File: config.mk
export PLATFORM = sky130hd
export DESIGN_NAME = store_fsm
export DESIGN_NICKNAME = d
export VERILOG_FILES = /design/src/rtl/store_fsm.sv
export SDC_FILE = /design/constraint.sdc
export NUM_CORES = 1
export LEC_CHECK = 0
export ABC_AREA = 1
export CORE_UTILIZATION = 38
export DETAILED_ROUTE_END_ITERATION = 10
export GPL_ROUTABILITY_DRIVEN = 0
export PLACE_DENSITY = 0.72
export SYNTH_ARGS = -nofsm -noshare
export SYNTH_HDL_FRONTEND = slang
export SYNTH_SLANG_ARGS = --single-unit
File: constraint.sdc
create_clock -name clk -period 1.2 [get_ports clk]
set_clock_uncertainty 0.15 [all_clocks]
set_input_delay 0.24 -clock clk [delete_from_list [all_inputs] [get_ports clk]]
set_output_delay 0.24 -clock clk [all_outputs]
set_load 0.005 [all_outputs]
File: src/rtl/store_fsm.sv
// store_fsm: STORE instruction sequencer, MEM[src(p1)] <- src(p2), with Moore outputs registered from next state.
module store_fsm (
  input  logic       clk,
  input  logic       rst,
  input  logic       donefetch,
  input  logic       start,
  input  logic [5:0] parameter1,
  input  logic [5:0] parameter2,
  output logic       R0OutEn,
  output logic       R1OutEn,
  output logic       R2OutEn,
  output logic       R3OutEn,
  output logic       P0OutEn,
  output logic       Regiout,
  output logic       Regjout,
  output logic       MARin,
  output logic       MDR_frombusin,
  output logic       EN,
  output logic       RW,
  output logic       done
);
  typedef enum logic [2:0] {IDLE, ADDR, DATA, WRITE, DONE} state_t;
  state_t      state_q, state_d;
  logic [5:0]  p1_q, p1_d, p2_q, p2_d, sel;
  logic [6:0]  src;
  logic [11:0] out_q, out_d;
  logic        go;
  always_comb begin
    go = 1'b0;
    if (state_q == IDLE && start && donefetch) go = 1'b1;
    p1_d = go ? parameter1 : p1_q;
    p2_d = go ? parameter2 : p2_q;
    state_d = go ? ADDR :
              state_q == ADDR  ? DATA  :
              state_q == DATA  ? WRITE :
              state_q == WRITE ? DONE  : IDLE;
    // outputs are decoded one cycle early so they can be flopped alongside the state
    sel = state_d == ADDR ? p1_d : p2_d;
    src = ((state_d == ADDR || state_d == DATA) && sel < 6'd7) ? 7'b1000000 >> sel[2:0] : 7'b0;
    out_d = {src, state_d == ADDR, state_d == DATA, state_d == WRITE, state_d == WRITE, state_d == DONE};
  end
  always_ff @(posedge clk or posedge rst) begin
    if (rst) begin
      state_q <= IDLE;
      p1_q    <= '0;
      p2_q    <= '0;
      out_q   <= '0;
    end else begin
      state_q <= state_d;
      p1_q    <= p1_d;
      p2_q    <= p2_d;
      out_q   <= out_d;
    end
  end
  assign {R0OutEn, R1OutEn, R2OutEn, R3OutEn, P0OutEn, Regiout, Regjout,
          MARin, MDR_frombusin, EN, RW, done} = out_q;
endmodule

==> key figures, run 1 <==
Floorplanning
  – # rows: 16
  – CORE AREA: between 1500 and 2000 um2
  – IO Count: 28
  – Starting density of the core: 0.407
  – Die Y: between 40 and 50 um
  – Die area: roughly 2300 um2
  – Die width: 48.1 um

STA
  – Final period util: 1.19
  – Hold slack: ~0.11 ns
  – Fin. Hold Viols: 0
  – Fin worst setup slack: -0.227 ns
  – RSZ-0062 raised after global routing: yes
  – Final min period: 1.43 ns
  – Setup TNS: -3.04 ns
  – Max Clock Freq: between 700 and 800 MHz
  – Relative slew slack: 0.843
  – Final Max Slew Viols: 0
  – Final setup viols: 19
  – Slew at the pin closest to its max-slew limit: ~0.23 ns

Logic synthesis
  – Synthesis warning total: 0
  – Synth top cells by count: nand2_1 (31), dfrtp_1 (20), nor2_1 (15), inv_1 (10), nand3_1 (3)
  – Cell area after synthesis: slightly above 800 um2
  – Most frequent cell after synthesis: nand2_1
  – Ys flop type: dfrtp_1
  – Synth top area cells: dfrtp_1 (62%), nand2_1 (14%), nor2_1 (7.0%), inv_1 (4.7%), nor2_4 (2.8%)
  – Gate Count Post-Synth: 90
  – Area leader, netlist: dfrtp_1
  – Synthesis-stage register bit count: 20
  – Number of flops mapped to enable cells by yosys: 0
  – Seq/Total Area, Yosys: 0.621
  – Mean area per synthesized cell: 8.95 um2
  – Ys async rst share: 1.00
  – Yosys cell types: 12
  – Top cell type's share of synthesized area: 0.621
  – Syn nets: around 110

Clock tree
  – CTS Buffer Depth: 2
  – CTS clk-pin slew, worst paths: 0.10 ns
  – Clock net sink count: 20
  – Clock latency on the worst-skew pair: ~0.29 ns
  – Hold-fix buffers, CTS: 0
  – CTS Buf Count: 3
  – Root buffer cell: clkbuf_4
  – CTS tree: built
  – H-Tree Depth: 1

Detailed routing
  – 1st-pass router iterations: 4
  – Post-DRT Antenna Nets: 0
  – Routed wire per std cell: around 10 um
  – Number of vias per cell: between 4 and 5
  – Routed WL: between 1500 and 2000 um
  – DR vias: 696
  – DR iter-0 viols: 5
  – DRC: 0

Run status
  – Outcome: finished, violations left
  – Failing checks: setup timing

Power
  – Psw: approximately 0.0009 W
  – Clock power frac: 0.123
  – Net Sw Frac: 0.359
  – Flop pwr share: 0.398
  – Lkg Pwr: 0.687 nW
  – Logic pwr share: 0.479
  – VDD IR max: between 0.001 and 0.0015 V
  – Power density over the cells: about 1900 nW/um2
  – Pint: approximately 0.0016 W
  – Overall power: 0.00245 W

Job
  – MaxCap Viol Count: 0

Critical path
  – Worst Path Arrival: 1.50 ns
  – Worst Path Max Fanout: 5
  – Required time of the worst setup path: between 1 and 1.5 ns
  – Worst setup SP type: flip-flop
  – WS Path Type: reg2reg
  – CP Capture Type: flip-flop

Global route
  – Total congestion overflow: 0
  – Initial antenna violation count: 0
  – Layer with the highest usage: met2
  – Met3 usage: 0.0340
  – Vias in the first global route: just over 600
  – Met2 Resource Use GR: 0.292
  – GR Util met1: 0.185
  – Largest net degree at the start of global routing: 21
  – First-pass GRT wire length: approximately 2500 um
  – Total track usage: 0.165

Finish
  – Antenna fix cells: 0
  – Layout net count: 150
  – Util after Layout: 0.641
  – Layout cells sized above 1: 0.447
  – Area Overhead vs Synth: 57.8%

Worst hold path
  – Hold Path Class: in2async

Placed design
  – HPWL after DPL: between 1000 and 1500 um
  – Number of I/O port buffers: 27
-- flip-flops by register name, indices dropped and copies added (netlist names) --
signal and flops:
out_q 11, p2_q 6, state_q 3
-- critical path, stage by stage (launching register included) --
cell and delay (ns):
dfrtp_1 0.43, nor2_4 0.16, inv_2 0.07, nor2_4 0.16, nor2_2 0.08, nor2_4 0.10
nand3_2 0.10, nor2_1 0.12
-- placed cells by master, fill, tap and decap left out, drive strengths merged --
master	n
nand2	31
o21ai	2
dfrtp	20
buf	27
nor2	18
inv	11
nand3	5
dlygate4sd2	2
clkdlybuf4s50	13
clkbuf	3
-- metrics by stage --
stage / area (um2) / setup slack [ns] / std cells
after floorplan: 811 / -0.0578 / 90
after global placement: 1170 / -0.510 / 149
after detailed placement: 1170 / -0.596 / 149
after CTS: 1210 / -0.182 / 157
after global routing: 1270 / -0.311 / 159
final: 1270 / -0.227 / 159
-- kinds of logic after synthesis --
group,count (synthesis),synth area share
buffers and inverters,14,0.0730
flip-flops,20,0.621
AND/OR/NAND/NOR,54,0.293
AO/OA/AOI/OAI,2,0.0124
-- final timing paths --
kind                                    start       end  slack [ns]  depth (start not counted)
worst max-delay path               state_q[0]  out_q[8]       -0.23                          7
worst min-delay path                      rst  out_q[3]        0.11                          3
worst max register to register     state_q[0]  out_q[8]       -0.23                          7
worst min register to register        p2_q[4]   p2_q[4]        0.34                          2
max in group asynchronous                 rst   p2_q[0]        0.66                          3
min in group clk                parameter2[5]   p2_q[5]        0.33                          3
-- power groups by stage --
stage	sequential (W)	combinational, W	clock [W]
2_1_floorplan	0.000973	0.000496	0
3_3_place_gp	0.000967	0.000898	0
3_5_place_dp	0.000971	0.000928	0
4_1_cts	0.000969	0.00105	0.000306
5_1_grt	0.000998	0.00130	0.000329
6_report	0.000975	0.00117	0.000302
-- area by class of cell --
type                       count  area [um2]
clock buffer                   3        22.5
fill                         161         711
sequential                    20         500
timing repair buffer          42         358
multi-input combinational     56         315
tap                           27        33.8
inverter                      11        41.3
-- timing repair --
action                                  in CTS  in global routing
gates resized for setup                     64                 16
pin swaps                                    5                  3
endpoints found under the hold margin        0                  0
setup buffers                                6                  2
endpoints found under the setup margin      26                 21
-- metal layers --
layer  routed length (um)  vias up
met5                    0        -
met4                   56        0
met3                   72        6
met2                  883       23
met1                  652      317
li1                     -      350
Power figures use the tool's default switching activity.
==> run 2: changes to the inputs <==
- CAP_MARGIN: unset -> 5
==> results of run 2 <==
The final DEF is identical to that of run 1; final timing and power are the same.
